<file path="src/rtl/req_dispatch_pkg.sv">
// req_dispatch_pkg: FSM encodings and sizing helpers shared by req_dispatcher and its arbiter.
package req_dispatch_pkg;
    localparam logic [1:0] S_IDLE  = 2'd0;
    localparam logic [1:0] S_RUN   = 2'd1;
    localparam logic [1:0] S_DRAIN = 2'd2;

    function automatic int clog2(input int v);
        int r;
        r = 0;
        while ((1 << r) < v) r++;
        return r;
    endfunction

    function automatic int ch_lo(input int k, input int w);
        return k * w;
    endfunction
endpackage

</file>
<file path="src/rtl/req_dispatcher_rr_arbiter.sv">
// rr_arbiter: combinational round-robin picker, first requester at or above ptr (wrapping).
module rr_arbiter
    import req_dispatch_pkg::*;
#(
    parameter  int NUM_CH = 2,
    localparam int PW     = clog2(NUM_CH)
) (
    input  logic [NUM_CH-1:0] req,
    input  logic [PW-1:0]     ptr,
    output logic [NUM_CH-1:0] grant
);
    logic [PW-1:0] idx;

    // Scan from farthest to nearest so the closest requester to ptr wins.
    always_comb begin
        grant = '0;
        idx   = '0;
        for (int i = NUM_CH - 1; i >= 0; i--) begin
            idx = PW'((int'(ptr) + i) % NUM_CH);
            if (req[idx]) grant = NUM_CH'(1) << idx;
        end
    end
endmodule

</file>
<file path="src/rtl/req_dispatcher.sv">
// req_dispatcher: credit-gated round-robin distribution of FIFO request IDs to NUM_CH cores.
// Define REQ_DISPATCH_STATS_EN to add per-channel 32-bit grant counters on ch_dispatch_cnt.
module req_dispatcher
    import req_dispatch_pkg::*;
#(
    parameter int REQ_ID_WIDTH = 32,
    parameter int NUM_CH       = 2,
    parameter int CREDITS      = 4
) (
    input  logic                           clk,
    input  logic                           resetn,
    input  logic [REQ_ID_WIDTH-1:0]        FIFO_TDATA,
    input  logic                           FIFO_TVALID,
    output logic                           FIFO_TREADY,
    input  logic                           enable,
    output logic [NUM_CH*REQ_ID_WIDTH-1:0] ch_req_id,
    output logic [NUM_CH-1:0]              ch_req_valid,
    input  logic [NUM_CH-1:0]              ch_req_ready,
    input  logic [NUM_CH-1:0]              ch_done,
    output logic                           idle,
    output logic                           credit_err
`ifdef REQ_DISPATCH_STATS_EN
    ,
    output logic [NUM_CH*32-1:0]           ch_dispatch_cnt
`endif
);
    localparam int              CW   = clog2(CREDITS + 1);
    localparam int              PW   = clog2(NUM_CH);
    localparam logic [CW-1:0]   CMAX = CW'(CREDITS);

    logic [1:0]                             state_q, state_d;
    logic [PW-1:0]                          rr_ptr_q, rr_ptr_d;
    logic [NUM_CH-1:0][CW-1:0]              credits_q, credits_d;
    logic [NUM_CH-1:0][REQ_ID_WIDTH-1:0]    id_q, id_d;
    logic [NUM_CH-1:0]                      valid_q, valid_d, eligible, arb_grant, grant;
    logic                                   idle_q, idle_d, err_q, err_d, all_home, fire;

    always_comb begin
        eligible = '0;
        all_home = 1'b1;
        for (int k = 0; k < NUM_CH; k++) begin
            eligible[k] = (credits_q[k] != '0) && (!valid_q[k] || ch_req_ready[k]);
            all_home    = all_home && (credits_q[k] == CMAX);
        end
    end

    assign FIFO_TREADY = (state_q == S_RUN) && |eligible;
    assign fire        = FIFO_TVALID && FIFO_TREADY;
    assign grant       = fire ? arb_grant : '0;

    rr_arbiter #(.NUM_CH(NUM_CH)) u_arb (
        .req   (eligible),
        .ptr   (rr_ptr_q),
        .grant (arb_grant)
    );

    // A grant and a done on the same channel cancel, so the credit stays put.
    always_comb begin
        valid_d   = (valid_q & ~ch_req_ready) | grant;
        id_d      = id_q;
        credits_d = credits_q;
        err_d     = err_q;
        rr_ptr_d  = rr_ptr_q;
        for (int k = 0; k < NUM_CH; k++) begin
            if (grant[k]) begin
                id_d[k]  = FIFO_TDATA;
                rr_ptr_d = PW'((k + 1) % NUM_CH);
            end
            if (grant[k] && !ch_done[k]) credits_d[k] = credits_q[k] - CW'(1);
            else if (!grant[k] && ch_done[k]) begin
                if (credits_q[k] == CMAX) err_d = 1'b1;
                else credits_d[k] = credits_q[k] + CW'(1);
            end
        end
    end

    always_comb begin
        state_d = (state_q == S_IDLE) ? (enable ? S_RUN : S_IDLE) :
                  (state_q == S_RUN)  ? (enable ? S_RUN : S_DRAIN) :
                  enable ? S_RUN : ((valid_q == '0 && all_home) ? S_IDLE : S_DRAIN);
        idle_d  = (state_d == S_IDLE);
    end

    always_ff @(posedge clk or negedge resetn) begin
        if (!resetn) begin
            state_q   <= S_IDLE;
            rr_ptr_q  <= '0;
            credits_q <= {NUM_CH{CMAX}};
            id_q      <= '0;
            valid_q   <= '0;
            idle_q    <= 1'b1;
            err_q     <= 1'b0;
        end else begin
            state_q   <= state_d;
            rr_ptr_q  <= rr_ptr_d;
            credits_q <= credits_d;
            id_q      <= id_d;
            valid_q   <= valid_d;
            idle_q    <= idle_d;
            err_q     <= err_d;
        end
    end

    assign ch_req_id    = id_q;
    assign ch_req_valid = valid_q;
    assign idle         = idle_q;
    assign credit_err   = err_q;

`ifdef REQ_DISPATCH_STATS_EN
    logic [NUM_CH-1:0][31:0] cnt_q, cnt_d;

    always_comb begin
        cnt_d = cnt_q;
        for (int k = 0; k < NUM_CH; k++) cnt_d[k] = cnt_q[k] + (grant[k] ? 32'd1 : 32'd0);
    end

    always_ff @(posedge clk or negedge resetn) begin
        if (!resetn) cnt_q <= '0;
        else cnt_q <= cnt_d;
    end

    assign ch_dispatch_cnt = cnt_q;
`endif
endmodule

</file>
<file path="config.mk">
export PLATFORM = sky130hd
export DESIGN_NAME = req_dispatcher
export DESIGN_NICKNAME = d
export VERILOG_FILES = /design/src/rtl/req_dispatch_pkg.sv /design/src/rtl/req_dispatcher_rr_arbiter.sv /design/src/rtl/req_dispatcher.sv
export SDC_FILE = /design/constraint.sdc
export NUM_CORES = 1
export LEC_CHECK = 0
export ABC_AREA = 1
export BUFFER_PORTS_ARGS = -buffer_cell sky130_fd_sc_hd__buf_2
export CORE_MARGIN = 2
export CORE_UTILIZATION = 45
export DETAILED_ROUTE_END_ITERATION = 10
export PLACE_DENSITY = 0.86
export SKIP_LAST_GASP = 1
export SLEW_MARGIN = 30
export SYNTH_ARGS = -nofsm -noshare
export SYNTH_HDL_FRONTEND = slang
export SYNTH_HIERARCHICAL = 1
export SYNTH_SLANG_ARGS = --single-unit
</file>
<file path="constraint.sdc">
create_clock -name clk -period 2.3 [get_ports clk]
set_input_delay 0.23 -clock clk [delete_from_list [all_inputs] [get_ports clk]]
set_output_delay 0.23 -clock clk [all_outputs]
set_load 0.05 [all_outputs]
</file>
==> Word level (Yosys, flattened, before mapping) <==
Cells that the tools add are included.
{ "word_totals": {"word_cells": 82, "out_inout_bits": 69, "regBits": 77} }
{ "classes": {"shifts": 2, "n_eq_ne": 5, "n_mux": 27, "order_cmp": 2, "bitwise": 3, "add_sub_neg": 5, "n_reduce_logical": 29} }
{ "ops": {"columns": ["operator", "count"], "rows": [
  ["$mux 3", 6],
  ["$mux 2", 8],
  ["$mux 1", 13],
  ["$logic_and 1x1->1", 10],
  ["$add 3x1->3 const B", 2],
  ["$eq 3x3->1 const B", 2],
  ["$logic_not 1->1", 6],
  ["$logic_not 2->1", 3],
  ["$reduce_bool 2->1", 3],
  ["$reduce_bool 3->1", 2],
  ["$sub 3x1->3 const B", 2],
  ["$lt 1x2->1 const B", 2],
  ["$reduce_and 2->1", 2],
  ["$shl 1x1->2 const A", 2],
  ["$and 2x2->2", 1],
  ["$eq 2x1->1 const B", 1],
  ["$logic_or 1x1->1", 2],
  ["$ne 2x1->1 const B", 1],
  ["$ne 2x2->1 const B", 1],
  ["$not 2->2", 1],
  ["$or 2x2->2", 1],
  ["$reduce_or 2->1", 1],
  ["$add 1x1->1 const B", 1]
]} }

==> Longest topological paths before layout <==
Gate-level depths: netlist of run 1.
{ "depth": {"ltp_word": 15, "depth_mapped": 16, "ltp_nobuf": 15} }

==> Modules after synthesis <==
Netlist of run 1, hierarchy kept.
{ "modules_own_cells": {"columns": ["mod", "area_each_um2", "cells_per_inst", "instances"], "rows": [
  ["req_dispatcher", 3241.9, 355, 1],
  ["rr_arbiter", 27.5, 4, 1]
]} }

==> Worst setup path before layout of run 1 <==
No wires, ideal clock.
{ "synth_path": {"path_type": "reg-to-reg", "startpoint": "register valid_q[1], in the netlist ch_req_valid[1]", "endpoint": "register credits_q[2] in the netlist's numbering", "t_arrival_ns": 2.457, "path_buffers": 1, "t_required_ns": 2.219, "path_slack_ns": -0.238, "period_less_slack_ns": 2.538, "stages_incl_launch_ff": 14, "path_cell_list": "dfrtp_1 nand2_1 nand2_2 inv_1 a21boi_2 inv_1 nor2_8 buf_6 ha_1 inv_1 fa_1 xnor2_1 nand3_1 xor2_1"} }
{ "synth_between": {"elab_chain_cells": 12} }
{ "synth_lines": {"columns": ["element", "line_no", "source"], "rows": [
  ["start: declaration", "req_dispatcher.sv:35", "logic [NUM_CH-1:0] valid_q, valid_d, eligible, arb_grant, grant;"],
  ["start signal: assignment", "req_dispatcher.sv:98", "valid_q <= valid_d;"],
  ["$logic_not 1->1 (*)", "req_dispatcher.sv:42", "eligible[k] = (credits_q[k] != '0) && (!valid_q[k] || ch_req_ready[k]);"],
  ["$logic_or 1x1->1 (*)", "req_dispatcher.sv:42", null],
  ["$logic_and 1x1->1 (*)", "req_dispatcher.sv:42", null],
  ["net eligible[1]", "req_dispatcher.sv:35", null],
  ["$mux 1 (not written as such) (2 in a row)", "req_dispatcher_rr_arbiter.sv:20", "if (req[idx]) grant = NUM_CH'(1) << idx;"],
  ["$mux 2", "req_dispatcher_rr_arbiter.sv:20", null],
  ["$mux 2 (*)", "req_dispatcher_rr_arbiter.sv:20", null],
  ["net arb_grant[0]", "req_dispatcher.sv:35", null],
  ["$mux 2 (*)", "req_dispatcher.sv:49", "assign grant = fire ? arb_grant : '0;"],
  ["net grant[0]", "req_dispatcher.sv:35", null],
  ["$logic_not 1->1", "req_dispatcher.sv:70", "else if (!grant[k] && ch_done[k]) begin"],
  ["$logic_and 1x1->1", "req_dispatcher.sv:70", null],
  ["$reduce_bool 2->1 (no source line)", null, null],
  ["$reduce_and 2->1 (no source line)", null, null],
  ["end signal: assignment", "req_dispatcher.sv:88", "credits_q <= {NUM_CH{CMAX}};"],
  ["end signal: assignment", "req_dispatcher.sv:96", "credits_q <= credits_d;"],
  ["end: declaration", "req_dispatcher.sv:33", "logic [NUM_CH-1:0][CW-1:0] credits_q, credits_d;"]
]} }
Mark *: on every way through the listed nets, which the timed path passes. The rest lies on a longest branch. The select of a mux whose other input is x is not followed.
A chain may end at the register's enable or synchronous reset.

==> Worst setup path in the final report of run 1 <==
{ "layout_path": {"startpoint": "register credits_q[2] in the netlist's numbering", "endpoint": "register credits_q[2] in the netlist's numbering"} }
{ "layout_between": {"elab_chain_cells": 11} }
{ "layout_lines": {"columns": ["element", "line_no"], "rows": [
  ["$reduce_bool 3->1 (*)", "req_dispatcher.sv:42"],
  ["$logic_and 1x1->1 (*)", "req_dispatcher.sv:42"],
  ["net eligible[0]", "req_dispatcher.sv:35"],
  ["$mux 1 (not written as such) (2 in a row)", "req_dispatcher_rr_arbiter.sv:20"],
  ["$mux 2", "req_dispatcher_rr_arbiter.sv:20"],
  ["$mux 2 (*)", "req_dispatcher_rr_arbiter.sv:20"],
  ["net arb_grant[0]", "req_dispatcher.sv:35"],
  ["$mux 2 (*)", "req_dispatcher.sv:49"],
  ["$logic_not 1->1", "req_dispatcher.sv:70"],
  ["$logic_and 1x1->1", "req_dispatcher.sv:70"],
  ["$reduce_bool 2->1 (no source line)", null],
  ["$reduce_and 2->1 (no source line)", null]
]} }
Marks and branches as above.

==> results of run 1 <==
flip-flops by register name, indices dropped and copies added (netlist names):
| name | count |
|---|---|
| credits_q | 6 |
| rr_ptr_q | 1 |
| idle | 1 |
| credit_err | 1 |
| state_q | 2 |
| ch_req_valid | 2 |
| ch_req_id | 64 |
routing by layer:
layer / track usage / share of wire / wire length (um) / vias to the layer above
li1: - / - / - / 1314
met1: 0.242 / 0.42 / 3240 / 1273
met2: 0.362 / 0.51 / 3940 / 82
met3: 0.0342 / 0.047 / 361 / 12
met4: 0.0868 / 0.018 / 142 / 0
met5: 0 / 0 / 0 / -
stage by stage:
step / util / instance area (sq um) / std cells
finish: 0.582 / 4160 / 582
global route: 0.582 / 4160 / 582
CTS: 0.575 / 4100 / 577
detailed placement: 0.547 / 3900 / 561
global placement: 0.547 / 3900 / 561
floorplan: - / 3290 / 359
cell families after synthesis:
kind of cell,share of synthesized area
flip-flops,0.591
buffers and inverters,0.0605
adder cells (fa/ha/maj),0.0276
XOR/XNOR,0.0161
AO/OA/AOI/OAI,0.0168
AND/OR/NAND/NOR,0.289
where the power goes:
group	internal, mW	switching (mW)
Sequential	1.96	0.335
Combinational	0.897	2.92
Clock	0.499	0.481
Total	3.36	3.73
cell usage in the layout (no fill, tap or decap):
cell type | synthesis | routed
ha_1 | 4 | 2
dfrtp_1 | 74 | 71
buf_6 | 5 | 1
clkbuf_1 | 0 | 1
dlygate4sd3_1 | 0 | 1
bufinv_16 | 0 | 1
inv_1 | 23 | 19
clkinvlp_4 | 0 | 2
nor3_1 | 1 | 1
nand2_4 | 1 | 1
nand4_2 | 2 | 2
nor2_2 | 3 | 3
a21oi_2 | 2 | 2
clkinv_4 | 0 | 1
nand3_1 | 3 | 3
o221ai_1 | 1 | 1
nor3b_1 | 1 | 1
nor2_1 | 2 | 2
dfstp_2 | 3 | 3
clkinv_2 | 0 | 2
o21ai_0 | 1 | 1
a21boi_0 | 1 | 1
buf_4 | 1 | 11
xor2_1 | 4 | 4
nand2_1 | 207 | 205
ha_4 | 0 | 1
fa_2 | 0 | 2
dfrtp_2 | 0 | 3
buf_2 | 5 | 107
inv_2 | 2 | 6
nor2_8 | 2 | 2
clkbuf_8 | 0 | 9
nand2_2 | 3 | 5
ha_2 | 0 | 1
nand3_4 | 1 | 1
a21oi_1 | 1 | 1
xnor2_1 | 2 | 2
a21boi_4 | 0 | 1
how the worst max path moves through the flow:
stage	startpoint	depth (start not counted)	slack, ps	endpoint
3_3_place_gp	credits_q[2]	13	130	credits_q[2]
2_1_floorplan	credits_q[2]	14	5	credits_q[2]
3_5_place_dp	credits_q[4]	13	10	credits_q[5]
5_1_grt	credits_q[2]	13	-3	credits_q[2]
4_1_cts	credits_q[2]	13	30	credits_q[2]
6_report	credits_q[2]	13	110	credits_q[2]
final cells by class:
cell class,instances,share of cell area
Tap cell,99,0.0298
Sequential cell,77,0.465
Clock buffer,10,0.0307
Inverter,25,0.0226
Timing Repair Buffer,120,0.154
Multi-Input combinational cell,245,0.282
Clock inverter,6,0.0154
timing repair:
item	in CTS	in global routing
buffers inserted	0	4
hold endpoints to repair	0	68
hold buffers	0	1
gates resized for setup	2	4
pin swaps	1	1
setup endpoints to repair	2	2
==> impl_metrics.env, run 1 <==
export IMPL_drive_above_1_share=0.346
export IMPL_nets=524
export IMPL_maxCapViolCount=0
export IMPL_cp_start_kind="flop"
export IMPL_grt_pass1_vias=2658
export IMPL_peakVddDrop_mv=0.883
export IMPL_power_mw=7.09
export IMPL_gr_total_overflow=0
export IMPL_grt_usage=0.203
export IMPL_synth_area_per_cell_sq_um=9.11
export IMPL_drt_first_pass_iters=6
export IMPL_tns_ps=0
export IMPL_wl_per_cell_um=13.2
export IMPL_synth_ff_type="dfrtp_1"
export IMPL_cp_cell_sequence="inv_2, nand2_2, nand2_2, inv_2, a21boi_4, inv_2, nor2_8, ha_4, inv_1, fa_2, xnor2_1, nand3_1, xor2_1"
export IMPL_rrSetupSlack_ps=110
export IMPL_min_from="enable"
export IMPL_cts_max_level=3
export IMPL_rsz0062_at_grt="true"
export IMPL_crit_slowest_cell="dfstp_2"
export IMPL_clk_pin_slew_worst_paths_ps=80
export IMPL_dp_slack_ps=12.1
export IMPL_start_util=0.458
export IMPL_layout_setup_ws_ps=110
export IMPL_multi_input_area_sq_um=1170
export IMPL_critPathMaxStageDelay_ps=550
export IMPL_hp_class="in -> reg"
export IMPL_grt_max_degree=73
export IMPL_ys_types=29
export IMPL_post_route_period_util=0.952
export IMPL_synth_edf_count=0
export IMPL_synth_area_sq_um=3270
export IMPL_skew_ps=11.2
export IMPL_die_area_sq_um=7960
export IMPL_cts_buffers=9
export IMPL_final_antenna_net_count=0
export IMPL_n_fill_cell=688
export IMPL_cts_tree="built"
export IMPL_ys_warn_count=6
export IMPL_crit_type="reg -> reg"
export IMPL_netlist_instances=359
export IMPL_drc=0
export IMPL_seq_area_sq_um=1930
export IMPL_via_count=2681
export IMPL_clock_path_buffers=2
export IMPL_whs_path_depth=1
export IMPL_die_y_um=89.2
export IMPL_core_area_sq_um=7140
export IMPL_yosysSeqAreaShare=0.591
export IMPL_std_cell_rows=31
export IMPL_r2r_cells=13
export IMPL_fin_crit_ps=2190
export IMPL_final_hold_violation_count=0
export IMPL_synth_top_area_frac=0.566
export IMPL_cpLargestDelayFamily="flip-flops"
export IMPL_io_pins=109
export IMPL_clock_root_buffer="clkbuf_8"
export IMPL_place_congestion=0.772
export IMPL_dpl_hpwl_um=5350
export IMPL_arrival_ps=2450
export IMPL_fmax_ghz=0.457
export IMPL_drt_initial_drc_count=118
export IMPL_drt_total_wl_um=7680
export IMPL_synth_area_leaders="dfrtp_1, nand2_1, inv_1"
export IMPL_slew_headroom=0.559
export IMPL_synth_common_cells="nand2_1, dfrtp_1, inv_1"
export IMPL_tightest_slew_ps=662
export IMPL_synthArstFlopShare=1.00
export IMPL_p_leak_nw=2.44
export IMPL_timing_rr_start="credits_q[2]"
export IMPL_viasPerCell=4.61
export IMPL_io_buffers=108
export IMPL_min_to="state_q[0]"
export IMPL_p_per_area_nw_per_um2=1710
export IMPL_cp_required_ps=2560
export IMPL_outcome="finished, final reports clean"
export IMPL_syn2layout_area_growth_pct=27.1
export IMPL_r2r_end="credits_q[2]"
export IMPL_grt_first_pass_wirelength_um=12200
export IMPL_cpMostUsedCell="inv_2"
export IMPL_slew_violations=0
export IMPL_antenna_found_initial=0
export IMPL_synth_most_common_cell="nand2_1"
export IMPL_synthesis_nets=405
export IMPL_critPathBufInv=4
export IMPL_num_antenna_cells=0
export IMPL_path_max_fanout=3
export IMPL_cts_sinks=77
export IMPL_setup_viol=0
export IMPL_critPathCaptureType="flop"
export IMPL_ys_ff_latch=77
export IMPL_die_w_um=89.2
export IMPL_fin_hold_ws_ps=31.1
export IMPL_synth_top_area_cell="dfrtp_1"
export IMPL_clock_latency_ps=340
Note: power is estimated with default switching activity, not from simulation.
==> run 2: changes to the inputs <==
==> constraint.sdc (replaced) <==
create_clock -name clk -period 2.3 [get_ports clk]
set_input_delay 0.69 -clock clk [delete_from_list [all_inputs] [get_ports clk]]
set_output_delay 0.69 -clock clk [all_outputs]
set_load 0.05 [all_outputs]
==> run 2 against run 1 <==
Compared with the run above: final cell count rose by 0.52%; flip-flop and latch count did not move; largest cell class unchanged; register-to-register slack barely moved; via count rose by 0.56%; utilization rose by 1.7 points; first-iteration DRC count fell by 3.4%; critical path type is now reg -> out; non-clock buffer count rose by 3; worst hold slack improved by 290 ps; highest routed layer unchanged; wire length fell by 1.6%; combinational power rose by 2%; sequential share of layout area fell by 1.4 points.
==> impl_metrics.env, run 2 (same netlist as run 1, synthesis figures left out) <==
export IMPL_startpoint="state_q[1]"
export IMPL_wl_per_cell_um=12.9
export IMPL_power_internal_mw=3.56
export IMPL_peakVddDrop_mv=0.805
export IMPL_grt_first_pass_wirelength_um=12200
export IMPL_io_buffers=108
export IMPL_clk_pin_slew_worst_paths_ps=90
export IMPL_path_max_fanout=5
export IMPL_fin_crit_ps=2220
export IMPL_post_route_period_util=0.966
export IMPL_io_pins=109
export IMPL_timing_rr_start="credits_q[2]"
export IMPL_num_antenna_cells=0
export IMPL_critPathBufInv=1
export IMPL_clock_root_buffer="clkbuf_8"
export IMPL_fmax_ghz=0.450
export IMPL_std_cell_rows=31
export IMPL_setup_viol=0
export IMPL_hp_class="in -> async"
export IMPL_r2r_cells=13
export IMPL_drive_above_1_share=0.358
export IMPL_die_area_sq_um=7960
export IMPL_cp_start_kind="flop"
export IMPL_cts_sinks=77
export IMPL_slew_headroom=0.636
export IMPL_place_congestion=0.773
export IMPL_cts_max_level=3
export IMPL_clock_path_buffers=2
export IMPL_largest_reg_flops=64
export IMPL_p_leak_nw=2.51
export IMPL_die_w_um=89.2
export IMPL_via_count=2696
export IMPL_crit_slowest_cell="dfrtp_1"
export IMPL_critPathMaxStageDelay_ps=400
export IMPL_clock_latency_ps=340
export IMPL_power_mw=7.35
export IMPL_slew_violations=0
export IMPL_maxCapViolCount=0
export IMPL_dpl_hpwl_um=5330
export IMPL_power_frac_comb=0.526
export IMPL_nets=527
export IMPL_final_common_cell="nand2_1"
export IMPL_swShare=0.515
export IMPL_viasPerCell=4.61
export IMPL_crit_type="reg -> out"
export IMPL_start_util=0.458
export IMPL_core_area_sq_um=7140
export IMPL_cts_tree="built"
export IMPL_tightest_slew_ps=547
export IMPL_rrSetupSlack_ps=110
export IMPL_final_antenna_net_count=0
export IMPL_syn2layout_area_growth_pct=30.9
export IMPL_cp_cell_sequence="nor2_2, a21boi_1, clkbuf_4"
export IMPL_p_seq_frac=0.316
export IMPL_r2r_end="credits_q[2]"
export IMPL_die_y_um=89.2
export IMPL_grt_usage=0.200
export IMPL_cts_buffers=9
export IMPL_drc=0
export IMPL_critical_path_depth=3
export IMPL_grt_pass1_vias=2649
export IMPL_power_net_switching_mw=3.78
export IMPL_cpLargestDelayFamily="flip-flops"
export IMPL_drt_initial_drc_count=114
export IMPL_final_cell_mix="nand2_1, buf_2, dfrtp_1, inv_1, buf_4"
export IMPL_rsz0062_at_grt="true"
export IMPL_arrival_ps=1530
export IMPL_dpl_cell_count=567
export IMPL_pwr_share_clk=0.158
export IMPL_skew_ps=9.65
export IMPL_final_hold_violation_count=0
export IMPL_grt_max_degree=43
export IMPL_antenna_found_initial=0
export IMPL_drt_first_pass_iters=4
export IMPL_gr_total_overflow=0
export IMPL_p_per_area_nw_per_um2=1720
export IMPL_final_cells=585
export IMPL_outcome="finished, final reports clean"
export IMPL_cp_required_ps=1610
export IMPL_crit_end="FIFO_TREADY"
export IMPL_drt_total_wl_um=7560
export IMPL_critPathCaptureType="primary output"
==> run 2: cell count changes in the layout (fill, tap and decap cells not counted), sizes merged <==
cell,previous run,this run
clkinvlp,2,1
bufinv,1,2
dlygate4sd3,1,0
clkinv,3,2
buf,119,122
clkbuf,10,11
inv,25,26
==> run 2: metal layers <==
metal,track usage,routed length [um]
met1,0.241,3200
met2,0.355,3930
met3,0.0425,334
met4,0.0719,98
met5,0,0
==> run 2: cell type report <==
cell class | instances | area, sq um
inverter | 25 | 104
tap | 99 | 124
timing repair buffer | 123 | 683
clock buffer | 10 | 138
sequential | 77 | 1930
fill | 648 | 2860
clock inverter | 6 | 93.8
multi-input combinational | 245 | 1200
==> run 2: worst min-delay path by stage <==
stage | end | slack, ps | cells after the start
after floorplan | ch_req_id[0] | 390 | 0
after global placement | ch_req_id[34] | 460 | 2
after detailed placement | ch_req_id[40] | 460 | 2
after CTS | ch_req_id[58] | 340 | 1
after global routing | ch_req_id[58] | 340 | 1
final | ch_req_id[58] | 320 | 1
==> run 2: power by group through the flow <==
stage / combinational [mW] / sequential (mW) / clock, mW
final: 3.87 / 2.32 / 1.16
after global placement: 3.74 / 2.30 / 0
after detailed placement: 3.84 / 2.32 / 0
after global routing: 4.15 / 2.39 / 1.26
after CTS: 3.84 / 2.31 / 1.19
after floorplan: 1.09 / 4.13 / 0
==> run 2: what timing repair did <==
action / in CTS / in global routing
hold buffers: 0 / 0
buffers inserted: 0 / 2
gates resized for setup: 0 / 6
endpoints found under the setup margin: 0 / 3
==> run 2: metrics by stage <==
| stage | cell area, sq um | TNS, ps | utilization | hold WS (ps) | setup WS (ps) |
|---|---|---|---|---|---|
| after floorplan | 3320 | -89.8 | - | 394 | -89.8 |
| after global placement | 4010 | -108 | 0.562 | 457 | -58.1 |
| after detailed placement | 4010 | -322 | 0.562 | 459 | -149 |
| after CTS | 4240 | 0 | 0.594 | 336 | 22.2 |
| after global routing | 4280 | -27.2 | 0.600 | 338 | -27.2 |
| final | 4280 | 0 | 0.600 | 318 | 77.6 |
==> run 2: worst register-to-register path: stages (launching register included) <==
cell and delay, ps:
dfstp_2 550, inv_2 50, nand2_2 80, nand2_4 70, inv_2 60, a21boi_4 170
inv_2 80, nor2_8 90, ha_4 140, inv_2 40, fa_2 360, xnor2_2 150
nand3_1 100, xor2_1 170
==> run 3: changes to the inputs <==
--- a/config.mk
+++ b/config.mk
@@ -10,7 +10,7 @@
 export CORE_MARGIN = 2
 export CORE_UTILIZATION = 45
 export DETAILED_ROUTE_END_ITERATION = 10
-export PLACE_DENSITY = 0.86
+export PLACE_DENSITY = 0.76
 export SKIP_LAST_GASP = 1
 export SLEW_MARGIN = 30
 export SYNTH_ARGS = -nofsm -noshare
==> run 3 against run 2 <==
Compared with the run above: clock skew about the same; global-route usage decreased by 0.93 points; cell area decreased by 1.2%; largest cell class unchanged.
==> impl_metrics.env, run 3 (same netlist as run 1, synthesis figures left out) <==
export IMPL_slew_violations=0
export IMPL_peakVddDrop_mv=0.809
export IMPL_wl_per_cell_um=12.6
export IMPL_largest_reg_flops=64
export IMPL_post_route_period_util=0.957
export IMPL_fmax_ghz=0.454
export IMPL_power_internal_mw=3.41
export IMPL_cp_required_ps=1610
export IMPL_drt_first_pass_iters=6
export IMPL_tightest_slew_ps=435
export IMPL_power_net_switching_mw=3.75
export IMPL_power_mw=7.16
export IMPL_timing_rr_start="credits_q[2]"
export IMPL_io_buffers=108
export IMPL_cts_buffers=9
export IMPL_grt_max_degree=45
export IMPL_fin_crit_ps=2200
export IMPL_syn2layout_area_growth_pct=29.3
export IMPL_cts_sinks=77
export IMPL_final_cell_mix="nand2_1, buf_2, dfrtp_1, inv_1, buf_4"
export IMPL_rsz0062_at_grt="false"
export IMPL_dpl_hpwl_um=5090
export IMPL_start_util=0.458
export IMPL_gr_total_overflow=0
export IMPL_path_max_fanout=4
export IMPL_cp_start_kind="flop"
export IMPL_via_count=2645
export IMPL_clock_latency_ps=330
export IMPL_final_hold_violation_count=0
export IMPL_startpoint="state_q[1]"
export IMPL_drc=0
export IMPL_critPathCaptureType="primary output"
export IMPL_use_met3=0.0342
export IMPL_cts_tree="built"
export IMPL_clock_path_buffers=2
export IMPL_place_congestion=0.820
export IMPL_die_area_sq_um=7960
export IMPL_core_area_sq_um=7140
export IMPL_io_pins=109
export IMPL_viasPerCell=4.52
export IMPL_p_seq_frac=0.320
export IMPL_clk_pin_slew_worst_paths_ps=80
export IMPL_final_common_cell="nand2_1"
export IMPL_final_antenna_net_count=0
export IMPL_drive_above_1_share=0.352
export IMPL_grt_pass1_vias=2598
export IMPL_grt_first_pass_wirelength_um=11800
export IMPL_power_frac_comb=0.539
export IMPL_p_leak_nw=2.49
export IMPL_crit_type="reg -> out"
export IMPL_outcome="finished, final reports clean"
export IMPL_hp_class="in -> async"
export IMPL_nets=527
export IMPL_grt_usage=0.191
export IMPL_clock_root_buffer="clkbuf_8"
export IMPL_drt_initial_drc_count=90
export IMPL_p_per_area_nw_per_um2=1690
export IMPL_antenna_found_initial=0
export IMPL_arrival_ps=1510
export IMPL_ctsHoldBuffers=0
export IMPL_pwr_share_clk=0.141
export IMPL_std_cell_rows=31
export IMPL_busiest_layer="met2"
export IMPL_fin_hold_ws_ps=290
export IMPL_cts_max_level=3
export IMPL_met1_usage=0.250
export IMPL_num_antenna_cells=0
export IMPL_drt_total_wl_um=7340
export IMPL_setup_viol=0
export IMPL_final_cells=585
export IMPL_die_w_um=89.2
export IMPL_die_y_um=89.2
export IMPL_slew_headroom=0.710
export IMPL_swShare=0.524
export IMPL_maxCapViolCount=0
export IMPL_skew_ps=9.46
export IMPL_dpl_cell_count=566
export IMPL_grtUsageMet2=0.319
-- run 3: cell count changes in the layout (fill, tap and decap cells not counted), moves of 2 or more --
cell | before | now
nor2_4 | 2 | 0
dfrtp_2 | 2 | 0
dfrtp_1 | 72 | 74
nor2_2 | 1 | 3
-- run 3: routing by layer --
layer / up-vias / routed length (um)
li1: 1319 / -
met5: - / 0
met4: 0 / 76
met2: 63 / 3680
met3: 6 / 314
met1: 1257 / 3270
-- run 3: metrics by stage --
stage / util / TNS (ps) / worst slack, ps / instance area (sq um)
3_3_place_gp: 0.561 / -80.0 / -80.0 / 4000
2_1_floorplan: - / -89.8 / -89.8 / 3320
4_1_cts: 0.589 / 0 / 14.3 / 4200
6_report: 0.592 / 0 / 98.8 / 4230
3_5_place_dp: 0.561 / -253 / -159 / 4000
5_1_grt: 0.592 / 0 / 0.711 / 4230
-- run 3: repair_timing --
item / in CTS / in global routing
buffers inserted: 0 / 3
resized for setup: 0 / 2
setup endpoints to repair: 0 / 3
-- run 3: cell type report --
| type | instances | area [sq um] |
|---|---|---|
| clock buffers | 10 | 128 |
| clock inverters | 6 | 70.1 |
| fillers | 695 | 2910 |
| inverters | 25 | 104 |
| multi-input cells | 245 | 1190 |
| flip-flops and latches | 77 | 1930 |
| well taps | 99 | 124 |
| repair buffers | 123 | 683 |
-- run 3: critical path, stage by stage (launching register included) --
cell and delay, ps:
dfrtp_1 400, nor2_2 210, buf_4 180, a21boi_1 150, clkbuf_4 240
-- run 3: power groups by stage --
stage / combinational, mW / clock [mW] / sequential, mW
finish: 3.86 / 1.01 / 2.29
global route: 4.14 / 1.11 / 2.37
CTS: 3.84 / 1.05 / 2.30
detailed placement: 3.82 / 0 / 2.31
global placement: 3.74 / 0 / 2.30
floorplan: 1.09 / 0 / 4.13
-- run 3: worst paths after layout --
check / depth (start not counted) / to / slack, ps
setup / recovery: 4 / FIFO_TREADY / 100
hold / removal: 1 / ch_req_id[25] / 290
setup reg to reg: 13 / credits_q[2] / 120
hold reg to reg: 2 / ch_req_id[62] / 480
max in group asynchronous: 2 / credits_q[2] / 1370
min in group clk: 2 / ch_req_id[62] / 480
